File: config.mk
export PLATFORM = sky130hd
export DESIGN_NAME = axilite_cmd_master
export DESIGN_NICKNAME = d
export VERILOG_FILES = /design/src/rtl/axilite_cmd_master.sv
export SDC_FILE = /design/constraint.sdc
export NUM_CORES = 1
export LEC_CHECK = 0
export CORE_UTILIZATION = 40
export CTS_BUF_LIST = sky130_fd_sc_hd__clkbuf_8
export DETAILED_ROUTE_END_ITERATION = 6
export GPL_TIMING_DRIVEN = 0
export PLACE_DENSITY = 0.81
export SYNTH_ARGS = -nofsm -noshare
export SYNTH_HDL_FRONTEND = slang
export SYNTH_SLANG_ARGS = --single-unit
File: constraint.sdc
create_clock -name clock -period 1.75 [get_ports clock]
set_input_delay 0.35 -clock clock [delete_from_list [all_inputs] [get_ports clock]]
set_output_delay 0.35 -clock clock [all_outputs]
set_load 0.02 [all_outputs]
File: src/rtl/axilite_cmd_master.sv
// rtl/axilite_cmd_master.sv - single-outstanding AXI4-Lite master driven by a valid/ready command port
// Each command becomes one AXI-Lite read or write; the result, or a timeout, is returned on the response port.
module axilite_cmd_master #(
  parameter int         ADDR_WIDTH = 32,
  parameter int         DATA_WIDTH = 32,
  parameter int         TIMEOUT    = 1024,
  parameter logic [2:0] PROT       = 3'b000
) (
  input  logic                    clock,
  input  logic                    rst_n,
  input  logic                    cmd_valid,
  output logic                    cmd_ready,
  input  logic                    cmd_write,
  input  logic [ADDR_WIDTH-1:0]   cmd_addr,
  input  logic [DATA_WIDTH-1:0]   cmd_wdata,
  input  logic [DATA_WIDTH/8-1:0] cmd_wstrb,
  output logic                    rsp_valid,
  input  logic                    rsp_ready,
  output logic [DATA_WIDTH-1:0]   rsp_rdata,
  output logic [1:0]              rsp_resp,
  output logic                    rsp_timeout,
  output logic                    err_timeout,
  output logic                    busy,
  output logic [ADDR_WIDTH-1:0]   axi_awaddr,
  output logic [2:0]              axi_awprot,
  output logic                    axi_awvalid,
  input  logic                    axi_awready,
  output logic [DATA_WIDTH-1:0]   axi_wdata,
  output logic [DATA_WIDTH/8-1:0] axi_wstrb,
  output logic                    axi_wvalid,
  input  logic                    axi_wready,
  input  logic [1:0]              axi_bresp,
  input  logic                    axi_bvalid,
  output logic                    axi_bready,
  output logic [ADDR_WIDTH-1:0]   axi_araddr,
  output logic [2:0]              axi_arprot,
  output logic                    axi_arvalid,
  input  logic                    axi_arready,
  input  logic [DATA_WIDTH-1:0]   axi_rdata,
  input  logic [1:0]              axi_rresp,
  input  logic                    axi_rvalid,
  output logic                    axi_rready
);

  typedef enum logic [2:0] {IDLE, WR, WR_B, RD_A, RD_R, RSP} state_t;

  state_t state;
  logic   ready_en;
  logic   in_txn;
  logic   exit_hs;
  logic   tmo_hit;

  // ready_en keeps cmd_ready low until the first edge after reset release
  assign cmd_ready  = ready_en && (state == IDLE);
  assign busy       = (state != IDLE);
  assign axi_awprot = PROT;
  assign axi_arprot = PROT;
  assign in_txn     = (state == WR) || (state == WR_B) || (state == RD_A) || (state == RD_R);

  // A handshake that leaves the current state takes priority over a timeout in the same cycle
  always_comb begin
    exit_hs = 1'b0;
    case (state)
      WR:      exit_hs = (!axi_awvalid || axi_awready) && (!axi_wvalid || axi_wready);
      WR_B:    exit_hs = axi_bvalid;
      RD_A:    exit_hs = axi_arready;
      RD_R:    exit_hs = axi_rvalid;
      default: exit_hs = 1'b0;
    endcase
  end

  generate
    if (TIMEOUT > 0) begin : g_tmo
      localparam int            CW    = $clog2(TIMEOUT + 1);
      localparam logic [CW-1:0] TLAST = CW'(TIMEOUT - 1);
      localparam logic [CW-1:0] TMAX  = CW'(TIMEOUT);
      logic [CW-1:0] cnt;

      always_ff @(posedge clock or negedge rst_n) begin
        if (!rst_n) begin
          cnt <= '0;
        end else if (cmd_valid && cmd_ready) begin
          cnt <= '0;
        end else if (in_txn && (cnt != TMAX)) begin
          cnt <= cnt + 1'b1;
        end
      end

      assign tmo_hit = in_txn && (cnt == TLAST);
    end else begin : g_no_tmo
      assign tmo_hit = 1'b0;
    end
  endgenerate

  always_ff @(posedge clock or negedge rst_n) begin
    if (!rst_n) begin
      state       <= IDLE;
      ready_en    <= 1'b0;
      axi_awaddr  <= '0;
      axi_awvalid <= 1'b0;
      axi_wdata   <= '0;
      axi_wstrb   <= '0;
      axi_wvalid  <= 1'b0;
      axi_bready  <= 1'b0;
      axi_araddr  <= '0;
      axi_arvalid <= 1'b0;
      axi_rready  <= 1'b0;
      rsp_valid   <= 1'b0;
      rsp_rdata   <= '0;
      rsp_resp    <= 2'b00;
      rsp_timeout <= 1'b0;
      err_timeout <= 1'b0;
    end else begin
      ready_en <= 1'b1;
      if (tmo_hit && !exit_hs) begin
        axi_awvalid <= 1'b0;
        axi_wvalid  <= 1'b0;
        axi_bready  <= 1'b0;
        axi_arvalid <= 1'b0;
        axi_rready  <= 1'b0;
        rsp_valid   <= 1'b1;
        rsp_rdata   <= '0;
        rsp_resp    <= 2'b10;
        rsp_timeout <= 1'b1;
        err_timeout <= 1'b1;
        state       <= RSP;
      end else begin
        case (state)
          IDLE: begin
            if (cmd_valid && cmd_ready) begin
              if (cmd_write) begin
                axi_awaddr  <= cmd_addr;
                axi_wdata   <= cmd_wdata;
                axi_wstrb   <= cmd_wstrb;
                axi_awvalid <= 1'b1;
                axi_wvalid  <= 1'b1;
                state       <= WR;
              end else begin
                axi_araddr  <= cmd_addr;
                axi_arvalid <= 1'b1;
                state       <= RD_A;
              end
            end
          end
          WR: begin
            if (axi_awready) axi_awvalid <= 1'b0;
            if (axi_wready)  axi_wvalid  <= 1'b0;
            if (exit_hs) begin
              axi_bready <= 1'b1;
              state      <= WR_B;
            end
          end
          WR_B: begin
            if (axi_bvalid) begin
              axi_bready  <= 1'b0;
              rsp_valid   <= 1'b1;
              rsp_rdata   <= '0;
              rsp_resp    <= axi_bresp;
              rsp_timeout <= 1'b0;
              state       <= RSP;
            end
          end
          RD_A: begin
            if (axi_arready) begin
              axi_arvalid <= 1'b0;
              axi_rready  <= 1'b1;
              state       <= RD_R;
            end
          end
          RD_R: begin
            if (axi_rvalid) begin
              axi_rready  <= 1'b0;
              rsp_valid   <= 1'b1;
              rsp_rdata   <= axi_rdata;
              rsp_resp    <= axi_rresp;
              rsp_timeout <= 1'b0;
              state       <= RSP;
            end
          end
          RSP: begin
            if (rsp_ready) begin
              rsp_valid <= 1'b0;
              state     <= IDLE;
            end
          end
          default: state <= IDLE;
        endcase
      end
    end
  end

endmodule

==> results.txt, run 1 <==
Data on the critical path arrives at its endpoint at 2.33 ns. CTS placed an instance of sky130_fd_sc_hd__clkbuf_8 at the clock tree root. Per report_power, the clock group accounts for 13.6% of the total.

In the layout the commonest cells are sky130_fd_sc_hd__dfrtp_1, sky130_fd_sc_hd__dlygate4sd2_1, sky130_fd_sc_hd__clkdlybuf4s50_1, sky130_fd_sc_hd__mux2_2, sky130_fd_sc_hd__buf_4. The worst reg-to-reg path cell count is 9. The netlist uses 54 different library cells. The number of nets with antenna violations after detailed routing came out at 0.

A synthesized cell averages 14.4 um^2. In the finished design, the share of the clock period the worst path needs comes to 114%. Port buffering added 257 buffers. The die boundary width came out at 128 um.

In this run, synthesis produced a sequential element count of 157. The layout overhead on the synthesized area came out at 67.6%. The core region is 15,300 um^2. The sequential share of the synthesized area came out at 61.9%. The checks that failed: negative setup slack. The number of violations of the max-capacitance limit came out at 0. Of the total power, registers draw 34.7%. The area enclosed by the die boundary came out at 16,400 um^2. The routed wire length is 19,400 um. In this run the critical register-to-register path is launched from state[0]$_DFFE_PN0P_. The power density over the cells came out at 1710 nW/um^2.

The final max-slew violation count was 0. In this run the tightest slew margin relative to its limit is 52.1%. The most used flip-flop cell after synthesis is sky130_fd_sc_hd__dfrtp_1. Leaving out fill and tap cells, the most frequent cell in the layout is sky130_fd_sc_hd__dfrtp_1.

Ranked by total cell area, the synthesized netlist is headed by sky130_fd_sc_hd__dfrtp_1, sky130_fd_sc_hd__mux2_2, sky130_fd_sc_hd__a22o_1. The post-route worst hold slack is 0.480 ns. The synthesized design contains 0 enable-type register cells. The required time at the worst-slack endpoint is 2.08 ns. For the worst-skew pair, the clock arrives at the later sink with an insertion delay of 0.45 ns.

The class of the most critical hold timing path is in2async. Dividing the detail-routed wire length by the instance count gives 19.2 um. The net switching power is 7120 uW.

The remaining routing DRC violations came out at 0. The total vias in the final route came out at 5,069. The net total in the final layout is 901. The reg-to-reg setup timing slack came out at -0.25 ns.

The final number of hold-violating endpoints is 0. The least setup slack across all paths after layout came out at -0.254 ns. Setup repair after global routing could not meet its margin everywhere. The static power due to leakage came out at 0.00513 uW. The total power came out at 18,200 uW. The clock drives 157 sinks. The post-place setup slack came out at -0.587 ns. The maximum number of pins on one net before global-route repair came out at 82.

TritonCTS built the clock tree. The type of the setup path with the least slack is reg2reg. The number of antenna violations at the first check in global routing came out at 1. At the pin with the least slew margin, the transition time is 0.719 ns.

The delay of the slowest critical-path stage came out at 0.45 ns. The global placer's final weighted congestion is 0.822. The signal on the critical path passes through nor3_4, buf_6, and3_4, nor2b_4, buf_6, buf_12, buf_12, buf_8, mux2_4. The worst setup path is launched from a flop. The filler cells instantiated in the layout total 1,116. Net switching is 39.1% of the power. Setup violations remaining at the end of the flow were counted as 147. The first-pass iteration count of the detailed router is 4. After synthesis the cells add up to 6350 um^2. The post-synthesis instance total came out at 441. The number of global-route vias before repair came out at 5,321. The slowest cell on the critical path is sky130_fd_sc_hd__dfrtp_2. For this run the aggregate overflow at the end of global routing stands at 0. The run finished, with violations left.

The share of the synthesized area in the top cell type came out at 61.9%. The launching instance or port of the critical path is state[0]$_DFFE_PN0P_. The total global-route track usage came out at 23.5%. The fraction of final layout cells sized beyond drive strength 1 came out at 32.0%. The buffer levels on the longest clock path came out at 2. The CTS H-tree depth is 4. The critical-path maximum fanout is 5. The synthesis warning total is 0. Clock-pin slew was measured on the worst setup and hold paths at 0.08 ns.

The maximum frequency from static timing analysis came out at 499 MHz. In the routed layout, each cell is associated on average with a via count of 5.02. The footprint of the multi-input gates came out at 2540 um^2. Across the VDD grid, the largest voltage drop is 0.877 mV. For this configuration, the core starts out at a cell density of 41.4%. For this run, asynchronously set or reset flops after synthesis account for 100%. The HPWL after detailed placement came out at 12,500 um. The vertical die dimension came out at 128 um. The number of clock buffers added by TritonCTS is 17.

The largest total area in the synthesized netlist belongs to sky130_fd_sc_hd__dfrtp_1. The violation count after the first detailed-route iteration came out at 245. The clock period minus final worst setup slack is 2.00 ns.

The clock arrives with 0.00996 ns of skew. The endpoint identified for the worst register-to-register timing path is axi_araddr[9]$_DFFE_PN0P_. The footprint of the flip-flops and latches is 3930 um^2.

Row generation in the floorplan step produced 45 rows. The fraction of power consumed by combinational cells came out at 51.7%. The worst setup path is captured at a flop.

The wire length of the first global-routing pass is 28,800 um. The I/O pin total is 264. The internal power of the cells came out at 11,100 uW.
## worst max-delay path, delay by kind of cell (launching register included)
kind	cells	cell delay, ns
mux	1	0.30
buf+inv	5	0.61
simple gates	3	0.52
flops	1	0.45
## layer usage
layer	vias to the layer above	part of all wire, %	track usage (%)
met5	-	0	0
met4	0	3.3	11.3
met3	44	6.1	5.55
met2	214	51	41.5
met1	2539	40	26.9
li1	2272	-	-
## power groups by stage
stage	registers [uW]	clock network (uW)	logic, uW
finish	6310	2480	9410
global route	6520	2710	9910
CTS	6270	2530	9060
detailed placement	6390	0	8940
global placement	6280	0	8740
floorplan	8230	0	2670
## flip-flops by register name (all words and copies together), names as in the netlist
register	cells
rsp_timeout	1
g_tmo.cnt	11
rsp_resp	2
axi_bready	1
axi_wstrb	4
state	3
axi_awaddr	32
err_timeout	1
axi_wvalid	1
axi_wdata	32
axi_awvalid	1
axi_araddr	32
rsp_rdata	32
axi_rready	1
rsp_valid	1
ready_en	1
axi_arvalid	1
## cells in the mapped netlist, drive strengths merged (3+ instances only)
cell      n
a211oi    6
a21oi     7
a22o     32
buf      25
clkbuf    5
dfrtp   157
inv      11
mux2    100
nand2    10
nand3     5
nand4     3
nor2     20
nor2b     3
nor3      7
nor4b     3
nor4bb    3
o21ai     3
xnor2     6
xor2      3
## how the worst max path moves through the flow
stage,endpoint,slack [ns],depth (start not counted)
6_report,axi_araddr[9]$_DFFE_PN0P_,-0.25,9
5_1_grt,axi_araddr[9]$_DFFE_PN0P_,-0.31,9
3_5_place_dp,rsp_rdata[20]$_DFFE_PN0P_,-0.59,7
4_1_cts,axi_araddr[9]$_DFFE_PN0P_,-0.23,10
3_3_place_gp,g_tmo.cnt[0]$_DFFE_PN0P_,-5.58,1
2_1_floorplan,axi_araddr[10]$_DFFE_PN0P_,-0.1,7
## cell families (layout without fill, tap and decap cells)
kind of cell,count (synthesis),in the layout,synth area share (%)
xor gates and xnor gates,9,9,1.24
adders and majority gates,2,2,0.394
AOI/OAI and AO/OA,62,62,8.24
DFF,157,157,61.9
muxes,102,102,18.1
buffers and inverters,41,391,3.88
and+or+nand+nor,66,67,6.15
other,2,8,0.118
## layout make-up
class,instances,area share (%)
plain buffers,30,3.22
repair buffers,319,29.7
flip-flops and latches,157,37.0
clock buffers,18,2.33
diodes,1,0.0235
multi-input cells,249,23.9
inverters,11,0.412
clock inverters,13,0.976
well taps,211,2.48
## what timing repair did
item | in CTS | in global routing
endpoints found under the setup margin | 289 | 157
hold endpoints to repair | 76 | 0
cloned | 5 | 6
pin swaps | 13 | 10
hold buffers | 1 | 0
resized for setup | 254 | 38
setup buffers | 43 | 9
## metrics by stage
stage          cells  instance area [um^2]  utilization, %  TNS [ns]
2_1_floorplan    446                  6400               -     -3.09
3_3_place_gp     914                  9240            60.3   -926.74
5_1_grt         1009                 10600            69.5    -35.42
6_report        1009                 10600            69.5    -25.83
4_1_cts          995                 10300            67.3    -19.50
3_5_place_dp     915                  9260            60.5    -57.57
Power figures use the tool's default switching activity.
==> run 2: changes to the inputs <==
--- a/config.mk
+++ b/config.mk
@@ -6,7 +6,7 @@
 export NUM_CORES = 1
 export LEC_CHECK = 0
 export CORE_UTILIZATION = 40
-export CTS_BUF_LIST = sky130_fd_sc_hd__clkbuf_8
+export CTS_BUF_LIST = sky130_fd_sc_hd__clkbuf_4
 export DETAILED_ROUTE_END_ITERATION = 6
 export GPL_TIMING_DRIVEN = 0
 export PLACE_DENSITY = 0.81
==> results.txt, run 2 (synthesis results as in run 1) <==
The final number of hold-violating endpoints was 0 (unchanged). The CTS tree was done (unchanged). The power density over the cells is 1690 nW/um^2 (was 1710 nW/um^2).

The final max-slew violation count is 0 (unchanged). The global placer's final weighted congestion is 0.822 (unchanged). The total CTS buffers is 17 (unchanged).

The number of nets with antenna violations after detailed routing is 0 (unchanged). The layout overhead on the synthesized area is 66.6% (was 67.6%). The global-route layer with the greatest usage is met2 (unchanged).

The number of vias per cell after detailed routing came to 5.02 (about the same). The clock period minus final worst setup slack came out at 2.03 ns (was 2.00 ns). The met3 track demand over resource in global routing came out at 6.64% (was 5.55%). The HPWL after detailed placement was 12,500 um (unchanged). The wire length of the first global-routing pass is 29,300 um (was 28,800 um). The total vias in the final route was 5,073 (was 5,069). The type of the setup path with the least slack is reg2reg (unchanged). The worst vdd rail ir drop is 0.871 mV (was 0.877 mV). The required time at the worst-slack endpoint came to 2.21 ns (was 2.08 ns). The clock latency on the worst-skew pair came out at 0.56 ns (was 0.45 ns).

The count of non-filler cells in the finished layout came out at 1,010 (was 1,009). The nature of the critical path startpoint was a flop (unchanged). The aggregate global routing overflow came to 0 (unchanged). The met2 layer usage reported by global route is 41.3% (was 41.5%). The routed wire length came out at 19,700 um (was 19,400 um).

The relative slew slack came out at 52.3% (was 52.1%). RSZ-0062 raised after global routing: true (unchanged). The number of buffer cells added on primary ports is 257 (unchanged). The number of global-route vias before repair was 5,292 (was 5,321).

The total global-route track usage is 23.8% (was 23.5%). The total power is 17,900 uW (was 18,200 uW). The setup TNS came out at -25.45 ns (was -25.83 ns). The clock sink count was 157 (unchanged). The reg-to-reg setup timing slack is -0.28 ns (was -0.25 ns). The die boundary width came to 128 um (unchanged). The static power due to leakage is 0.00523 uW (was 0.00513 uW). The violation count after the first detailed-route iteration came out at 226 (was 245). The final clock skew came out at 0.0180 ns (was 0.00996 ns). The fraction of final layout cells sized beyond drive strength 1 came out at 32.7% (was 32.0%). The buffer levels on the longest clock path came out at 2 (unchanged).

The least setup slack across all paths after layout came out at -0.283 ns (was -0.254 ns). The count of endpoints failing setup in the final report was 150 (was 147). The number of antenna violations at the first check in global routing is 1 (unchanged). The CTS H-tree depth is 4 (unchanged). Violated checks: negative setup slack (unchanged).

The master cell of the clock root buffer is sky130_fd_sc_hd__clkbuf_4 (was sky130_fd_sc_hd__clkbuf_8). The maximum number of pins on one net before global-route repair is 82 (unchanged). Most frequent cells in the layout: sky130_fd_sc_hd__dfrtp_1, sky130_fd_sc_hd__dlygate4sd2_1, sky130_fd_sc_hd__clkdlybuf4s50_1, sky130_fd_sc_hd__mux2_2, sky130_fd_sc_hd__buf_4 (unchanged). The met1 usage in global routing is 27.6% (was 26.9%). The endpoint kind of the worst setup timing path was a flop (unchanged). The maximum frequency from static timing analysis came out at 492 MHz (was 499 MHz). The initial core utilization is 41.4% (unchanged). The critical-path maximum fanout was 10 (was 5). The number of core rows came out at 45 (unchanged). The class of the most critical hold timing path is in2async (unchanged). The number of placed instances with taps included was 915 (unchanged). The actual slew at the worst max-slew pin came out at 0.715 ns (was 0.719 ns). The remaining routing DRC violations came out at 0 (unchanged).

The vertical die dimension came to 128 um (unchanged). Status: complete, but fails checks (unchanged). The clock edge transition at the registers on the reported setup and hold paths was 0.13 ns (was 0.08 ns). The post-route core utilization came out at 69.0% (was 69.5%). The I/O pin total came to 264 (unchanged).

The net total in the final layout came to 902 (was 901). The average wire per cell in the routed design came out at 19.5 um (was 19.2 um). The core outline area came out at 15,300 um^2 (unchanged).

The ratio of final minimum period to clock period is 116% (was 114%). The most common library cell in the layout ignoring fill and taps is sky130_fd_sc_hd__dfrtp_1 (unchanged). The area enclosed by the die boundary was 16,400 um^2 (unchanged). The first-pass iteration count of the detailed router came out at 4 (unchanged).

The signal arrival time at the worst endpoint came to 2.49 ns (was 2.33 ns). The number of violations of the max-capacitance limit came to 0 (unchanged).
-- run 2: cell types whose count changed in the layout (fill, tap and decap cells not counted), moves of 3 or more --
cell / before / now
sky130_fd_sc_hd__mux2_1: 1 / 5
sky130_fd_sc_hd__clkbuf_4: 1 / 21
sky130_fd_sc_hd__buf_8: 8 / 11
sky130_fd_sc_hd__dlymetal6s2s_1: 0 / 20
sky130_fd_sc_hd__buf_12: 10 / 13
sky130_fd_sc_hd__buf_6: 22 / 26
sky130_fd_sc_hd__clkdlybuf4s15_1: 0 / 7
sky130_fd_sc_hd__dlygate4sd2_1: 142 / 114
sky130_fd_sc_hd__clkbuf_16: 5 / 0
sky130_fd_sc_hd__inv_1: 14 / 10
sky130_fd_sc_hd__mux2_4: 36 / 30
sky130_fd_sc_hd__clkbuf_8: 18 / 0
-- run 2: critical path: stages, from the launching register on --
cell and delay, ns:
sky130_fd_sc_hd__dfrtp_2 0.48, sky130_fd_sc_hd__nor3_4 0.26, sky130_fd_sc_hd__buf_6 0.13, sky130_fd_sc_hd__and3_4 0.19, sky130_fd_sc_hd__nor2b_4 0.15, sky130_fd_sc_hd__buf_8 0.15
sky130_fd_sc_hd__buf_12 0.11, sky130_fd_sc_hd__buf_12 0.12, sky130_fd_sc_hd__mux2_2 0.33
-- run 2: through the flow --
stage | setup WS [ns] | hold slack (ns) | cell area, um^2
floorplan | -0.0978 | 0.0544 | 6400
global placement | -5.58 | 0.466 | 9240
detailed placement | -0.587 | 0.436 | 9260
CTS | -0.266 | 0.334 | 10300
global route | -0.358 | 0.338 | 10600
finish | -0.283 | 0.362 | 10600
-- run 2: final timing paths --
path,start,endpoint,cells after the start
worst max register to register,state[0]$_DFFE_PN0P_,axi_araddr[13]$_DFFE_PN0P_,8
worst min-delay path,rst_n,axi_araddr[13]$_DFFE_PN0P_,2
worst min register to register,axi_awaddr[0]$_DFFE_PN0P_,axi_awaddr[0]$_DFFE_PN0P_,1
max in group asynchronous,rst_n,g_tmo.cnt[4]$_DFFE_PN0P_,3
min in group clock,cmd_wstrb[2],axi_wstrb[2]$_DFFE_PN0P_,2
worst max-delay path,state[0]$_DFFE_PN0P_,axi_araddr[13]$_DFFE_PN0P_,8
-- run 2: repair_timing --
action,in CTS,in global routing
hold buffers,1,0
setup buffers,35,27
cloned,14,0
pin swaps,8,17
endpoints found under the hold margin,76,0
gates resized for setup,225,86
setup endpoints to repair,290,185
-- run 2: final cells by class --
class / count / area, um^2
Fill cell: 1107 / 4740
Sequential cell: 157 / 3930
Timing Repair Buffer: 323 / 3230
Multi-Input combinational cell: 249 / 2540
Buffer: 27 / 308
Tap cell: 211 / 264
Clock buffer: 21 / 158
Clock inverter: 10 / 92.6
Inverter: 11 / 43.8
Antenna cell: 1 / 2.50
-- run 2: power breakdown --
group / internal, uW / leakage (uW) / switching, uW
clock: 760 / 0.000134 / 1280
sequential: 5320 / 0.00195 / 1000
combinational: 4690 / 0.00315 / 4840
total: 10800 / 0.00523 / 7120
-- run 2: per-layer routing --
metal  vias up  wire length (um)  share of wire (%)
met2       215             10200                 52
met1      2541              7700                 39
met4         0               572                2.9
met5         -                 0                  0
li1       2278                 -                  -
met3        39              1220                6.2
==> run 3: changes to the inputs <==
--- a/config.mk
+++ b/config.mk
@@ -10,6 +10,7 @@
 export DETAILED_ROUTE_END_ITERATION = 6
 export GPL_TIMING_DRIVEN = 0
 export PLACE_DENSITY = 0.81
+export RECOVER_POWER = 100
 export SYNTH_ARGS = -nofsm -noshare
 export SYNTH_HDL_FRONTEND = slang
 export SYNTH_SLANG_ARGS = --single-unit
==> results.txt, run 3 (synthesis results as in run 1) <==
The worst vdd rail ir drop came out at 0.872 mV (was 0.871 mV). The average wire per cell in the routed design is 19.6 um (was 19.5 um). The maximum frequency from static timing analysis is 492 MHz (about the same). The count of endpoints failing setup in the final report was 150 (unchanged). The aggregate global routing overflow is 0 (unchanged).

The endpoint kind of the worst setup timing path was a flop (unchanged). The actual slew at the worst max-slew pin came out at 1.05 ns (was 0.715 ns). The type of the setup path with the least slack is reg2reg (unchanged). The number of violations of the max-capacitance limit is 0 (unchanged).

The layout overhead on the synthesized area is 63.8% (was 66.6%). The final number of hold-violating endpoints came out at 0 (unchanged). The power density over the cells is 1700 nW/um^2 (was 1690 nW/um^2). Most frequent cells in the layout: sky130_fd_sc_hd__dfrtp_1, sky130_fd_sc_hd__dlygate4sd2_1, sky130_fd_sc_hd__clkdlybuf4s50_1, sky130_fd_sc_hd__mux2_2, sky130_fd_sc_hd__buf_4 (unchanged). The core outline area is 15,300 um^2 (unchanged).

The I/O pin total came out at 264 (unchanged). The number of global-route vias before repair came out at 5,292 (unchanged). The number of core rows came to 45 (unchanged). The first-pass iteration count of the detailed router is 5 (was 4). The fraction of final layout cells sized beyond drive strength 1 is 32.6% (was 32.7%).

The most common library cell in the layout ignoring fill and taps is sky130_fd_sc_hd__dfrtp_1 (unchanged). The footprint of the flip-flops and latches was 3930 um^2 (unchanged). The signal arrival time at the worst endpoint is 2.49 ns (about the same). The remaining routing DRC violations came to 0 (unchanged).

The buffer levels on the longest clock path is 2 (unchanged). The maximum number of pins on one net before global-route repair is 82 (unchanged). The clock period minus final worst setup slack came out at 2.03 ns (about the same). The class of the most critical hold timing path is in2reg (was in2async).

The violation count after the first detailed-route iteration was 209 (was 226). The CTS H-tree depth came to 4 (unchanged). The master cell of the clock root buffer is sky130_fd_sc_hd__clkbuf_4 (unchanged). The routed wire length is 19,800 um (was 19,700 um).

RSZ-0062 raised after global routing: true (unchanged). The clock sink count came to 157 (unchanged). The total global-route track usage is 23.8% (unchanged). The static power due to leakage came out at 0.00494 uW (was 0.00523 uW).

The total vias in the final route came to 5,038 (was 5,073). Status: complete, but fails checks (unchanged). The critical-path maximum fanout is 10 (unchanged). The number of buffer cells added on primary ports was 257 (unchanged).

The HPWL after detailed placement came out at 12,500 um (unchanged). The number of antenna violations at the first check in global routing came out at 1 (unchanged). The clock latency on the worst-skew pair came out at 0.56 ns (about the same). The required time at the worst-slack endpoint is 2.21 ns (about the same).

The clock edge transition at the registers on the reported setup and hold paths is 0.13 ns (about the same). The die boundary width was 128 um (unchanged). The number of vias per cell after detailed routing came to 4.99 (was 5.02). The area enclosed by the die boundary came to 16,400 um^2 (unchanged).

The post-route core utilization is 67.9% (was 69.0%). The final max-slew violation count was 0 (unchanged). The initial core utilization is 41.4% (unchanged).

The final clock skew is 0.0215 ns (was 0.0180 ns). The count of fill cells added during filler insertion is 1,156 (was 1,107). The net total in the final layout came out at 902 (unchanged). The footprint of the multi-input gates came out at 2540 um^2 (unchanged).

The vertical die dimension is 128 um (unchanged). The number of nets with antenna violations after detailed routing came out at 0 (unchanged). The CTS tree is done (unchanged). The nature of the critical path startpoint was a flop (unchanged). The wire length of the first global-routing pass is 29,300 um (unchanged). The total power is 17,700 uW (was 17,900 uW). The ratio of final minimum period to clock period was 116% (about the same).

The total CTS buffers came out at 17 (unchanged). The post-place setup slack came out at -0.587 ns (unchanged). Violated checks: negative setup slack (unchanged). The least setup slack across all paths after layout came out at -0.283 ns (about the same). The global placer's final weighted congestion is 0.822 (unchanged). The relative slew slack came out at 30.3% (was 52.3%).
[run 3: critical path: stages, from the launching register on]
cell                      delay (ns)
sky130_fd_sc_hd__dfrtp_2        0.48
sky130_fd_sc_hd__nor3_4         0.26
sky130_fd_sc_hd__buf_6          0.13
sky130_fd_sc_hd__and3_4         0.19
sky130_fd_sc_hd__nor2b_4        0.15
sky130_fd_sc_hd__buf_8          0.15
sky130_fd_sc_hd__buf_12         0.11
sky130_fd_sc_hd__buf_12         0.12
sky130_fd_sc_hd__mux2_2         0.33
[run 3: through the flow]
step	hold WS, ns	setup TNS, ns	instances	area, um^2
3_5_place_dp	0.436	-57.57	915	9260
3_3_place_gp	0.466	-926.74	914	9240
4_1_cts	0.334	-29.83	995	10300
2_1_floorplan	0.0544	-3.09	446	6400
5_1_grt	0.338	-35.41	1010	10400
6_report	0.380	-25.47	1010	10400
[run 3: what timing repair did]
item                                    CTS  global route
cloned                                   14             0
setup buffers                            35            27
gates resized for setup                 225            86
hold buffers                              1             0
pin swaps                                 8            17
endpoints found under the setup margin  290           185
endpoints found under the hold margin    76             0
[run 3: final timing paths]
| kind | depth (start not counted) | to | start | slack (ns) |
|---|---|---|---|---|
| worst max-delay path | 8 | axi_araddr[13]$_DFFE_PN0P_ | state[0]$_DFFE_PN0P_ | -0.28 |
| worst min-delay path | 2 | axi_wstrb[2]$_DFFE_PN0P_ | cmd_wstrb[2] | 0.38 |
| worst max register to register | 8 | axi_araddr[13]$_DFFE_PN0P_ | state[0]$_DFFE_PN0P_ | -0.28 |
| worst min register to register | 1 | axi_awaddr[0]$_DFFE_PN0P_ | axi_awaddr[0]$_DFFE_PN0P_ | 0.50 |
| max in group asynchronous | 3 | g_tmo.cnt[4]$_DFFE_PN0P_ | rst_n | 0.25 |
| min in group asynchronous | 2 | axi_araddr[13]$_DFFE_PN0P_ | rst_n | 0.53 |
[run 3: area by class of cell]
cell class / count / area share, %
Sequential cell: 157 / 37.8
Timing Repair Buffer: 323 / 29.4
Multi-Input combinational cell: 249 / 24.5
Buffer: 27 / 2.96
Tap cell: 211 / 2.54
Clock buffer: 21 / 1.52
Clock inverter: 10 / 0.891
Inverter: 11 / 0.421
Antenna cell: 1 / 0.0241
[run 3: layer usage]
metal	wire length [um]	vias up	GRT usage, %
met5	0	-	0
met4	540	0	9.90
met3	1210	40	6.64
met2	10300	203	41.3
met1	7780	2516	27.6
li1	-	2279	-
[run 3: report_power, final]
part           switching, uW  internal, uW  total (uW)  leakage [uW]
registers               1010          5320        6330       0.00195
logic                   4840          4460        9300       0.00286
clock network           1290           760        2050      0.000134
